==> src/rtl/ov7670_pkg.sv <==
// -----------------------------------------------------------------------------
// ov7670_pkg
// Shared definitions for the OV7670 framebuffer reader:
//   - fb_state_t     : reader FSM state encoding
//   - CNT_W          : width of the x/y position counters
//   - RGB565_HI_FIRST: byte order of a pixel in the framebuffer (1 = the first
//                      byte read is the high byte of the RGB565 word)
//   - pack_rgb565()  : joins the two fetched bytes into one RGB565 word
// -----------------------------------------------------------------------------
package ov7670_pkg;

  typedef enum logic [2:0] {
    IDLE     = 3'd0,
    FETCH_HI = 3'd1,
    FETCH_LO = 3'd2,
    LATCH_LO = 3'd3,
    PRESENT  = 3'd4,
    DONE     = 3'd5
  } fb_state_t;

  localparam int unsigned CNT_W = 16;

  localparam logic RGB565_HI_FIRST = 1'b1;

  function automatic logic [15:0] pack_rgb565(input logic [7:0] first_byte,
                                              input logic [7:0] second_byte);
    return RGB565_HI_FIRST ? {first_byte, second_byte} : {second_byte, first_byte};
  endfunction

endpackage

==> src/rtl/ov7670_pixel_counter.sv <==
// -----------------------------------------------------------------------------
// ov7670_pixel_counter
// Tracks the (x, y) position of the pixel currently being streamed.
// Ports:
//   pclk_24  in  : clock, rising edge
//   reset_n  in  : asynchronous active-low reset
//   clear    in  : return to (0,0) at the start of a frame
//   advance  in  : step to the next pixel (x wraps to 0 with y+1 at line end)
//   x, y     out : current position
//   sol      out : x == 0
//   eol      out : x == H_PIXELS-1
//   eof      out : last pixel of the frame
// -----------------------------------------------------------------------------
module ov7670_pixel_counter
  import ov7670_pkg::*;
#(
  parameter int unsigned H_PIXELS = 160,
  parameter int unsigned V_LINES  = 120
) (
  input  logic             pclk_24,
  input  logic             reset_n,
  input  logic             clear,
  input  logic             advance,
  output logic [CNT_W-1:0] x,
  output logic [CNT_W-1:0] y,
  output logic             sol,
  output logic             eol,
  output logic             eof
);

  logic [CNT_W-1:0] r_x;
  logic [CNT_W-1:0] r_y;
  logic             w_eol;

  assign w_eol = (r_x == CNT_W'(H_PIXELS - 1));

  always_ff @(posedge pclk_24 or negedge reset_n) begin
    if (!reset_n) begin
      r_x <= '0;
      r_y <= '0;
    end else if (clear) begin
      r_x <= '0;
      r_y <= '0;
    end else if (advance) begin
      if (w_eol) begin
        r_x <= '0;
        r_y <= r_y + 1'b1;
      end else begin
        r_x <= r_x + 1'b1;
      end
    end
  end

  assign x   = r_x;
  assign y   = r_y;
  assign sol = (r_x == '0);
  assign eol = w_eol;
  assign eof = w_eol && (r_y == CNT_W'(V_LINES - 1));

endmodule

==> src/rtl/ov7670_fb_reader.sv <==
// -----------------------------------------------------------------------------
// ov7670_fb_reader
// Streams one frame of RGB565 pixels out of a byte-wide framebuffer with a
// one-cycle read latency, two bytes per pixel, onto a valid/ready stream.
// Ports:
//   pclk_24     in  : clock, all logic on rising edge
//   reset_n     in  : asynchronous active-low reset
//   start       in  : stream one frame (sampled in IDLE only)
//   busy        out : high whenever the reader is not IDLE
//   fb_addr     out : framebuffer byte address
//   fb_rd_en    out : framebuffer read strobe
//   fb_din      in  : read data, valid one cycle after fb_rd_en
//   m_valid     out : pixel valid
//   m_ready     in  : downstream accepts pixel
//   m_data      out : RGB565 pixel
//   m_sol/eol/eof out : first-of-line / last-of-line / last-of-frame flags
//   frame_done  out : one-cycle pulse after the last pixel is accepted
// -----------------------------------------------------------------------------
module ov7670_fb_reader
  import ov7670_pkg::*;
#(
  parameter int unsigned H_PIXELS  = 160,
  parameter int unsigned V_LINES   = 120,
  parameter logic [15:0] BASE_ADDR = 16'h0000
) (
  input  logic        pclk_24,
  input  logic        reset_n,
  input  logic        start,
  output logic        busy,
  output logic [15:0] fb_addr,
  output logic        fb_rd_en,
  input  logic [7:0]  fb_din,
  output logic        m_valid,
  input  logic        m_ready,
  output logic [15:0] m_data,
  output logic        m_sol,
  output logic        m_eol,
  output logic        m_eof,
  output logic        frame_done
);

  fb_state_t        r_state;
  fb_state_t        w_next;
  logic [15:0]      r_ptr;
  logic [7:0]       r_hi;
  logic [15:0]      r_data;
  logic             r_sol;
  logic             r_eol;
  logic             r_eof;
  logic             w_clear;
  logic             w_advance;
  logic             w_ptr_inc;
  logic             w_rd_en;
  logic [CNT_W-1:0] w_x;
  logic [CNT_W-1:0] w_y;
  logic             w_sol;
  logic             w_eol;
  logic             w_eof;
  logic             w_unused_pos;

  ov7670_pixel_counter #(
    .H_PIXELS (H_PIXELS),
    .V_LINES  (V_LINES)
  ) u_pixel_counter (
    .pclk_24 (pclk_24),
    .reset_n (reset_n),
    .clear   (w_clear),
    .advance (w_advance),
    .x       (w_x),
    .y       (w_y),
    .sol     (w_sol),
    .eol     (w_eol),
    .eof     (w_eof)
  );

  // Raw x/y are only needed for the flags; they stay visible for debug.
  assign w_unused_pos = ^{w_x, w_y};

  always_ff @(posedge pclk_24 or negedge reset_n) begin
    if (!reset_n) begin
      r_state <= IDLE;
    end else begin
      r_state <= w_next;
    end
  end

  always_comb begin
    w_next    = r_state;
    w_clear   = 1'b0;
    w_advance = 1'b0;
    w_ptr_inc = 1'b0;
    w_rd_en   = 1'b0;
    case (r_state)
      IDLE: begin
        if (start) begin
          w_clear = 1'b1;
          w_next  = FETCH_HI;
        end
      end
      FETCH_HI: begin
        w_rd_en   = 1'b1;
        w_ptr_inc = 1'b1;
        w_next    = FETCH_LO;
      end
      FETCH_LO: begin
        w_rd_en   = 1'b1;
        w_ptr_inc = 1'b1;
        w_next    = LATCH_LO;
      end
      LATCH_LO: begin
        w_next = PRESENT;
      end
      PRESENT: begin
        if (m_ready) begin
          if (r_eof) begin
            w_next = DONE;
          end else begin
            w_advance = 1'b1;
            w_next    = FETCH_HI;
          end
        end
      end
      DONE: begin
        w_next = IDLE;
      end
      default: begin
        w_next = IDLE;
      end
    endcase
  end

  // Byte pointer: loaded at frame start, bumped once per issued read.
  always_ff @(posedge pclk_24 or negedge reset_n) begin
    if (!reset_n) begin
      r_ptr <= '0;
    end else if (w_clear) begin
      r_ptr <= BASE_ADDR;
    end else if (w_ptr_inc) begin
      r_ptr <= r_ptr + 16'd1;
    end
  end

  // The read issued in FETCH_HI returns during FETCH_LO, the one from
  // FETCH_LO returns during LATCH_LO; the pixel word and its position flags
  // are captured together so they stay consistent while PRESENT stalls.
  always_ff @(posedge pclk_24 or negedge reset_n) begin
    if (!reset_n) begin
      r_hi   <= '0;
      r_data <= '0;
      r_sol  <= 1'b0;
      r_eol  <= 1'b0;
      r_eof  <= 1'b0;
    end else begin
      if (r_state == FETCH_LO) begin
        r_hi <= fb_din;
      end
      if (r_state == LATCH_LO) begin
        r_data <= pack_rgb565(r_hi, fb_din);
        r_sol  <= w_sol;
        r_eol  <= w_eol;
        r_eof  <= w_eof;
      end
    end
  end

  assign busy       = (r_state != IDLE);
  assign fb_addr    = r_ptr;
  assign fb_rd_en   = w_rd_en;
  assign m_valid    = (r_state == PRESENT);
  assign m_data     = r_data;
  assign m_sol      = r_sol;
  assign m_eol      = r_eol;
  assign m_eof      = r_eof;
  assign frame_done = (r_state == DONE);

endmodule

==> config.mk <==
export PLATFORM = sky130hd
export DESIGN_NAME = ov7670_fb_reader
export DESIGN_NICKNAME = d
export VERILOG_FILES = /design/src/rtl/ov7670_pkg.sv /design/src/rtl/ov7670_pixel_counter.sv /design/src/rtl/ov7670_fb_reader.sv
export SDC_FILE = /design/constraint.sdc
export NUM_CORES = 1
export LEC_CHECK = 0
export CORE_UTILIZATION = 46
export DETAILED_ROUTE_END_ITERATION = 12
export HOLD_SLACK_MARGIN = 0.1
export PLACE_DENSITY = 0.73
export SLEW_MARGIN = 10
export SYNTH_ARGS = -nofsm -noshare
export SYNTH_HDL_FRONTEND = slang
export SYNTH_SLANG_ARGS = --single-unit
export TNS_END_PERCENT = 100
==> constraint.sdc <==
create_clock -name pclk_24 -period 3.7 [get_ports pclk_24]
set_input_delay 0.555 -clock pclk_24 [delete_from_list [all_inputs] [get_ports pclk_24]]
set_output_delay 0.555 -clock pclk_24 [all_outputs]
set_load 0.03 [all_outputs]
Word-level counts from Yosys, hierarchy flattened
Index checks and enable logic that the tools add are counted.
{"block": "classes", "add_sub_neg": 3, "n_eq_ne": 9, "muxes": 18, "n_reduce_logical": 10}
{"operator": "2-to-1 mux 16 bit", "count": 8}
{"operator": "adder 16 x 1 -> 16 bit, second input constant", "count": 3}
{"operator": "equality test 16 x 7 -> 1 bit, second input constant", "count": 1}
{"operator": "equality test 16 x 8 -> 1 bit, second input constant", "count": 1}
{"operator": "logical NOT 16 bit", "count": 1}
{"operator": "case mux 3 bit (5 select lines)", "count": 1}
{"operator": "2-to-1 mux 3 bit", "count": 3}
{"operator": "equality test 3 x 2 -> 1 bit, second input constant", "count": 2}
{"operator": "equality test 3 bit, second input constant", "count": 2}
{"operator": "2-to-1 mux 1 bit", "count": 6}
{"operator": "nonzero test 2 bit", "count": 3}
{"operator": "AND reduction 2 bit", "count": 2}
{"operator": "equality test 3 x 1 -> 1 bit, second input constant", "count": 1}
{"operator": "logical NOT 3 bit", "count": 1}
{"operator": "nonzero test 3 bit", "count": 1}
{"operator": "inequality test 2 x 1 -> 1 bit, second input constant", "count": 1}
{"operator": "inequality test 2 bit, second input constant", "count": 1}
{"operator": "OR reduction 2 bit", "count": 1}
{"operator": "logical AND 1 bit", "count": 1}
{"block": "word_totals", "regBits": 78, "in_bits": 12, "out_inout_bits": 39, "elab_cells": 49}

Depth between registers and ports, before layout
Gate-level depths: netlist of the first run.
{"block": "logic_depth", "word_depth": 5, "depth_mapped": 7, "mapped_depth_nobuf": 5}

Modules after synthesis
A second synthesis of the first run with hierarchy kept.
{"block": "hier_totals", "cells_unflattened": 370, "area_unflattened_um2": 3860.0}
{"module": "ov7670_fb_reader", "n_inst": 1, "cells_per_inst": 168, "area_each_um2": 2025.7, "seq_area_each_um2": 1151.1}
{"module": "ov7670_pixel_counter", "n_inst": 1, "cells_per_inst": 202, "area_each_um2": 1834.3, "seq_area_each_um2": 800.8}

Worst setup path before layout of the first run
OpenSTA, ideal clock, no wires.
{"block": "synth_path", "path_kind": "register to register", "startpoint": "reg u_pixel_counter.r_x[12] (netlist: u_pixel_counter.x[12])", "endpoint": "reg u_pixel_counter.r_y[11] (netlist: u_pixel_counter.y[11])", "setup_ns": 0.079, "arrival_ns": 2.128, "required_time_ns": 3.621, "setup_slack_ns": 1.493, "path_stages_with_launch": 6, "path_buffers": 1, "synth_period_minus_slack_ns": 2.207, "path_cell_list": "dfrtp_1 or4_4 or4_4 buf_6 a2111oi_4 mux2i_1"}
{"block": "synth_between", "elab_chain_cells": 3}
{"element": "from (decl)", "line_no": "ov7670_pixel_counter.sv:31", "text": "logic [CNT_W-1:0] r_x;"}
{"element": "from (signal assigned)", "line_no": "ov7670_pixel_counter.sv:49", "text": "r_x <= r_x + 1'b1;"}
{"element": "equality test 16 x 8 -> 1 bit", "line_no": "ov7670_pixel_counter.sv:35", "text": "assign w_eol = (r_x == CNT_W'(H_PIXELS - 1));"}
{"element": "nonzero test 2 bit (no line)"}
{"element": "AND reduction 2 bit (no line)"}
{"element": "to (signal assigned)", "line_no": "ov7670_pixel_counter.sv:47", "text": "r_y <= r_y + 1'b1;"}
{"element": "to (decl)", "line_no": "ov7670_pixel_counter.sv:32", "text": "logic [CNT_W-1:0] r_y;"}
Every way passes these cells.
A chain may end at the register's enable or synchronous reset.

Worst setup path in the final report of the first run
{"block": "layout_path", "startpoint": "reg r_state[1]", "endpoint": "out fb_rd_en"}
{"block": "layout_between", "elab_chain_cells": 3, "elab_cells_between_ends": 4, "cone_classes": "eq/ne (2); mux (1); reduce/logical (1)"}
{"element": "from (decl)", "line_no": "ov7670_fb_reader.sv:42", "text": "fb_state_t r_state;"}
{"element": "from (signal assigned)", "line_no": "ov7670_fb_reader.sv:83", "text": "r_state <= w_next;"}
{"element": "equality test 3 x 2 -> 1 bit or equality test 3 x 1 -> 1 bit (tied branches)", "line_no": "ov7670_fb_reader.sv:93", "text": "case (r_state)"}
{"element": "OR reduction 2 bit (no line) *"}
{"element": "2-to-1 mux 1 bit *", "line_no": "ov7670_fb_reader.sv:93"}
{"element": "to (decl)", "line_no": "ov7670_fb_reader.sv:31", "text": "output logic fb_rd_en,"}
Mark *: on every way between the ends. The rest lies on a longest branch, timed or not.

==> results of run 1 <==
cell families after synthesis:
group           count (synthesis)
simple gates                  160
mux                            31
xor+xnor                        9
flops                          78
buf+inv                        35
compound gates                 81
fa+ha+maj                       4
routing by layer:
layer	track usage [%]	routed length (um)
met1	30.32	4290
met4	6.095	96
met2	33.15	4264
met5	0	0
met3	5.687	661
cell usage after synthesis, types with 4 or more instances:
| cell type | instances |
|---|---|
| nand3_1 | 19 |
| ha_1 | 4 |
| nand4_1 | 14 |
| nor2_1 | 15 |
| buf_2 | 5 |
| nor4_1 | 14 |
| nor3_1 | 8 |
| or3_1 | 9 |
| nand2b_1 | 10 |
| a21oi_1 | 8 |
| mux2i_1 | 7 |
| xnor2_1 | 9 |
| o21ai_0 | 13 |
| a41oi_1 | 5 |
| dfrtp_1 | 78 |
| inv_1 | 10 |
| nand2_1 | 34 |
| and3_1 | 6 |
| clkbuf_1 | 18 |
| mux2_2 | 24 |
| a31oi_1 | 27 |
worst max path at each step:
stage	start	to	slack, ns
after global routing	r_state[1]$_DFFE_PN0P_	fb_rd_en	0.55
after detailed placement	start	fb_addr[15]$_DFFE_PN0P_	0.92
after floorplan	u_pixel_counter.x[12]$_DFFE_PN0P_	u_pixel_counter.y[11]$_DFFE_PN0P_	1.49
after global placement	start	fb_addr[15]$_DFFE_PN0P_	0.93
after CTS	r_state[1]$_DFFE_PN0P_	fb_rd_en	0.69
final	r_state[1]$_DFFE_PN0P_	fb_rd_en	0.70
worst max-delay path: stages (launching register included):
cell and delay, ns:
dfrtp_1 0.50, xnor2_1 0.59, or2_2 0.30, inv_1 0.10, clkdlybuf4s50_1 0.60
layout make-up:
cell class,count,area (um2),area share (%)
clock inverter,7,102.6,2.105
multi-input combinational,285,1969,40.40
inverter,10,37.54,0.7700
tap,105,131.4,2.695
clock buffer,9,123.9,2.541
sequential,78,1952,40.04
timing repair buffer,58,558.0,11.45
flip-flops by register name, indices dropped and copies added, names as in the netlist:
name / cells
fb_addr: 16
m_data: 16
u_pixel_counter.x: 16
u_pixel_counter.y: 16
r_hi: 8
r_state: 3
m_eof: 1
m_eol: 1
m_sol: 1
through the flow:
step	instances	instance area, um2	setup WS (ns)	utilization, %
4_1_cts	552	4875	0.6940	58.16
3_3_place_gp	536	4648	0.9325	55.46
6_report	552	4875	0.7022	58.16
3_5_place_dp	536	4648	0.9202	55.46
5_1_grt	552	4875	0.5547	58.16
2_1_floorplan	398	4060	1.493	-
power by group through the flow:
stage / combinational, mW / sequential [mW] / clock [mW]
2_1_floorplan: 0.718 / 1.40 / 0
3_3_place_gp: 1.36 / 1.24 / 0
3_5_place_dp: 1.38 / 1.25 / 0
4_1_cts: 1.39 / 1.23 / 0.756
5_1_grt: 1.49 / 1.26 / 0.784
6_report: 1.38 / 1.23 / 0.736
==> qor.csv, run 1 <==
metric,value,unit
die extent in x,95.95,um
IO Port Bufs,50,
Vias/cell,6.167,
reg2reg end,u_pixel_counter.x[15]$_DFFE_PN0P_,
area of the die,9206,um2
Num Clock Sinks,78,
P_int,2.043,mW
leakage,2.042,nW
max-slew violations,0,
top cell type by total area after synthesis,dfrtp_1,
first-pass GRT wire length,15.46,mm
status,"complete, no violations",
# DRC,0,
minimum clock period,2.998,ns
Most used DFF post-synth,dfrtp_1,
worst hold-check path type,in2async,
XOR/XNOR Fraction of Synth Area,1.941,%
clock tree buffer depth,2,
area grow syn2layout,20.06,%
r2r startpoint,r_state[2]$_DFFE_PN0P_,
DP HPWL,6.161,mm
DRT Pass-1 Iters,4,
peak supply drop,0.5438,mV
RSZ-0062 raised after global routing,no,
CTS tree,built,
setup TNS,0,ns
sequential element share of the synthesized area,48.07,%
# hold bufs at CTS,0,
DRT iter0 DRCs,185,
Syn Inst Count,398,
Post-Synth Simple-Gate Area,22.68,%
"Setup violations, final",0,
part of the power in registers,36.8,%
Placeable Area,8382,um2
share of the synthesized area in the top cell type,48.07,%
largest family of logic cells by synthesized area,simple AND/OR/NAND/NOR gates,
Pwr Density,686.6,nW/um2
mux cell area share after synthesis,8.382,%
Fin. Hold Viols,0,
Hold WS,0.3496,ns
post-synthesis compound-gate area fraction,14.11,%
height of the die,95.95,um
clock transition at the registers of the reported paths,0.09,ns
WL per Instance,16.87,um
Worst-Skew Late Latency,0.35,ns
# rows,33,
ys async rst share,100.0,%
routed wire length,9.313,mm
FF-to-FF setup slack,1.11,ns
crit-path max FO,11,
Logic pwr share,41.2,%
synth top area cells,"dfrtp_1 48%, mux2_2 6.7%, a31oi_1 4.2%",
vias,3404,
post-CTS setup buffers,0,
relative slew slack,28.93,%
power consumption,3.347,mW
Post-Syn Area per Cell,10.20,um2
Worst Tran Pin Value,1.063,ns
initial core utilization,48.44,%
post-CTS resize count,0,
number of synthesized flops with an enable pin,0,
area share of fa/ha/maj cells after synthesis,1.233,%
# diodes,0,
Tcrit/Tclk final,81.02,%
GRT overflow,0,
Max-Cap Viols,0,
total number of yosys warnings,0,
"most common cell after layout, fill and taps aside",dfrtp_1,
"commonest non-fill, non-tap cells in the layout","78 x dfrtp_1, 49 x clkdlybuf4s50_1, 34 x nand2_1, 27 x a31oi_1, 24 x mux2_2",
"antenna viol nets, final",0,
Syn Nets,414,
"FF+latch count, synth",78,
Top Ports,51,
Num CTS Buffers,9,
Required @ worst endpoint,3.14,ns
Worst Clk Skew,0.01170,ns
Root Driver,clkbuf_8,
H-tree levels,3,
Peak Freq,0.3336,GHz
Final nets,458,
initial antenna violation count,0,
Filler Cells Inserted,693,
GP Congestion,0.8991,
Clock Power Share,22.0,%
Setup crit end kind,primary output,
vias in the first global route,3127,
count of different cell masters after synthesis,58,
Post-Syn Area,4060,um2
Setup CP Type,reg2out,
largest net degree at the start of global routing,79,
switching share of total power,38.97,%
WP data arrival,2.44,ns
switching component of the power,1.304,mW
gr usage total,21.67,%
share of cells above drive strength 1,14.09,%
CP Launch Type,register,
R2R depth,5,
Power figures use the tool's default switching activity.
==> run 2: changes to the inputs <==
==> constraint.sdc (replaced) <==
create_clock -name pclk_24 -period 3.1 [get_ports pclk_24]
set_input_delay 0.465 -clock pclk_24 [delete_from_list [all_inputs] [get_ports pclk_24]]
set_output_delay 0.465 -clock pclk_24 [all_outputs]
set_load 0.03 [all_outputs]
==> run 2 against run 1 <==
Against the previous run: clock-buffer cell count grew 2; first-iteration DRC count down 24%; clock power rose by 5.7%; via count decreased by 1.2%; final cell count up 0.36%; register-to-register slack worse by 0.44 ns; sequential power up 20%; critical path depth down 1; clock skew grew 0.00058 ns; non-clock buffer count up 2; power up 17%; largest cell class unchanged.
==> qor.csv, run 2 (synthesis results as in run 1) <==
metric,value,unit,change
max-slew violations,0,,unchanged
Worst-Skew Late Latency,0.36,ns,about the same
Pwr Density,805.3,nW/um2,+17%
slowest stage cell on the critical path,clkdlybuf4s50_1,,
"Setup violations, final",0,,unchanged
Top Ports,51,,unchanged
DRT Pass-1 Iters,5,,+1
post-layout util,58.02,%,-0.13 points
crit-path max FO,20,,+9
area of the multi-input gates,1969,um2,unchanged
Final nets,460,,+0.44%
R2R depth,4,,-1
peak supply drop,0.5227,mV,-3.9%
area of the die,9206,um2,unchanged
Vias/cell,6.072,,-1.5%
CP top delay family,buffers and inverters,,
IO Port Bufs,50,,unchanged
initial antenna violation count,0,,unchanged
Num Clock Sinks,78,,unchanged
r2r startpoint,u_pixel_counter.x[12]$_DFFE_PN0P_,,
Worst Tran Pin Value,0.9937,ns,-0.06911 ns
share of cells above drive strength 1,14.25,%,+0.16 points
H-tree levels,3,,unchanged
routed wire length,9.255,mm,-0.62%
setup TNS,0,ns,unchanged
Setup CP Type,reg2out,,
largest net degree at the start of global routing,79,,unchanged
Root Driver,clkbuf_8,,
FF-to-FF setup slack,0.67,ns,-0.44 ns
clock tree buffer depth,2,,unchanged
power consumption,3.917,mW,+17%
minimum clock period,2.893,ns,
"antenna viol nets, final",0,,unchanged
Required @ worst endpoint,2.63,ns,-0.51 ns
first-pass GRT wire length,15.58,mm,+0.80%
# DRC,0,,unchanged
DRT iter0 DRCs,140,,-24%
area grow syn2layout,19.78,%,
placed cells,538,,+0.37%
Num CTS Buffers,9,,unchanged
worst hold-check path type,in2async,,
Setup crit end kind,primary output,,
"non-filler cells, final",554,,+0.36%
Tcrit/Tclk final,93.34,%,
height of the die,95.95,um,unchanged
dpl ws,0.4184,ns,-0.5018 ns
Max-Cap Viols,0,,unchanged
vias in the first global route,3173,,+1.5%
Placeable Area,8382,um2,unchanged
reg2reg end,u_pixel_counter.y[11]$_DFFE_PN0P_,,
critical path cell sequence,or3b_2 -> inv_1 -> clkdlybuf4s50_1,,
CP Launch Type,register,,
status,"complete, no violations",,
RSZ-0062 raised after global routing,no,,
WP data arrival,2.43,ns,about the same
CP Buf/Inv Count,2,,unchanged
relative slew slack,33.75,%,+4.8 points
post-CTS setup buffers,0,,unchanged
Peak Freq,0.3456,GHz,
"Largest stage delay, worst path",0.70,ns,+0.10 ns
GP Congestion,0.9419,,+4.8%
Fin. Hold Viols,0,,unchanged
Filler Cells Inserted,734,,+5.9%
"commonest non-fill, non-tap cells in the layout","78 x dfrtp_1, 49 x clkdlybuf4s50_1, 34 x nand2_1, 27 x a31oi_1, 24 x mux2_2",,
CTS tree,built,,
leakage,2.030,nW,-0.60%
post-CTS resize count,0,,unchanged
# rows,33,,unchanged
DP HPWL,6.153,mm,-0.12%
die extent in x,95.95,um,unchanged
register area,1952,um2,unchanged
WL per Instance,16.71,um,-0.98%
clock transition at the registers of the reported paths,0.08,ns,about the same
"most common cell after layout, fill and taps aside",dfrtp_1,,
GRT overflow,0,,unchanged
initial core utilization,48.44,%,unchanged
vias,3364,,-1.2%
gr usage total,22.27,%,+0.60 points
Worst Clk Skew,0.01228,ns,+0.0005830 ns
# hold bufs at CTS,0,,unchanged
# diodes,0,,unchanged
setup ws final,0.2066,ns,-0.4956 ns
==> run 2: metal layers <==
metal  wire, um  part of all wire (%)  track usage, %
met1       4349                    47           29.79
met2       4235                    46           34.35
met3        553                   6.0           6.161
met5          0                     0               0
met4        117                   1.3           8.582
==> run 2: worst reg2reg max path, cell delays in order, from the launching register on <==
cell       delay, ns
dfrtp_1         0.43
or4_4           0.58
or4_4           0.74
a2111oi_4       0.37
mux2i_1         0.23
==> run 2: area by class of cell <==
cell class,count,share of cell area [%]
clock inverters,5,1.209
repair buffers,60,11.78
flip-flops and latches,78,40.13
multi-input cells,285,40.49
clock buffers,11,2.907
inverters,10,0.7718
well taps,105,2.701
==> run 2: worst max-delay path by stage <==
stage | startpoint | to | slack [ns] | cells after the start
finish | r_state[2]$_DFFE_PN0P_ | m_valid | 0.21 | 3
global placement | start | u_pixel_counter.y[11]$_DFFE_PN0P_ | 0.49 | 5
global route | r_state[1]$_DFFE_PN0P_ | fb_rd_en | 0.06 | 4
CTS | r_state[2]$_DFFE_PN0P_ | m_valid | 0.20 | 3
detailed placement | start | u_pixel_counter.y[11]$_DFFE_PN0P_ | 0.42 | 5
floorplan | u_pixel_counter.x[12]$_DFFE_PN0P_ | u_pixel_counter.y[11]$_DFFE_PN0P_ | 0.89 | 5
==> run 2: through the flow <==
stage          hold slack (ns)  instance area, um2
2_1_floorplan           0.1694                4060
3_3_place_gp            0.4706                4663
3_5_place_dp            0.4748                4663
4_1_cts                 0.3051                4863
5_1_grt                 0.3424                4863
6_report                0.2390                4863
==> run 2: power by group <==
group / total (mW) / switching (mW) / internal (mW) / leakage, nW
clock: 0.778 / 0.384 / 0.394 / 0.0955
combinational: 1.66 / 0.938 / 0.727 / 0.909
sequential: 1.47 / 0.216 / 1.26 / 1.02
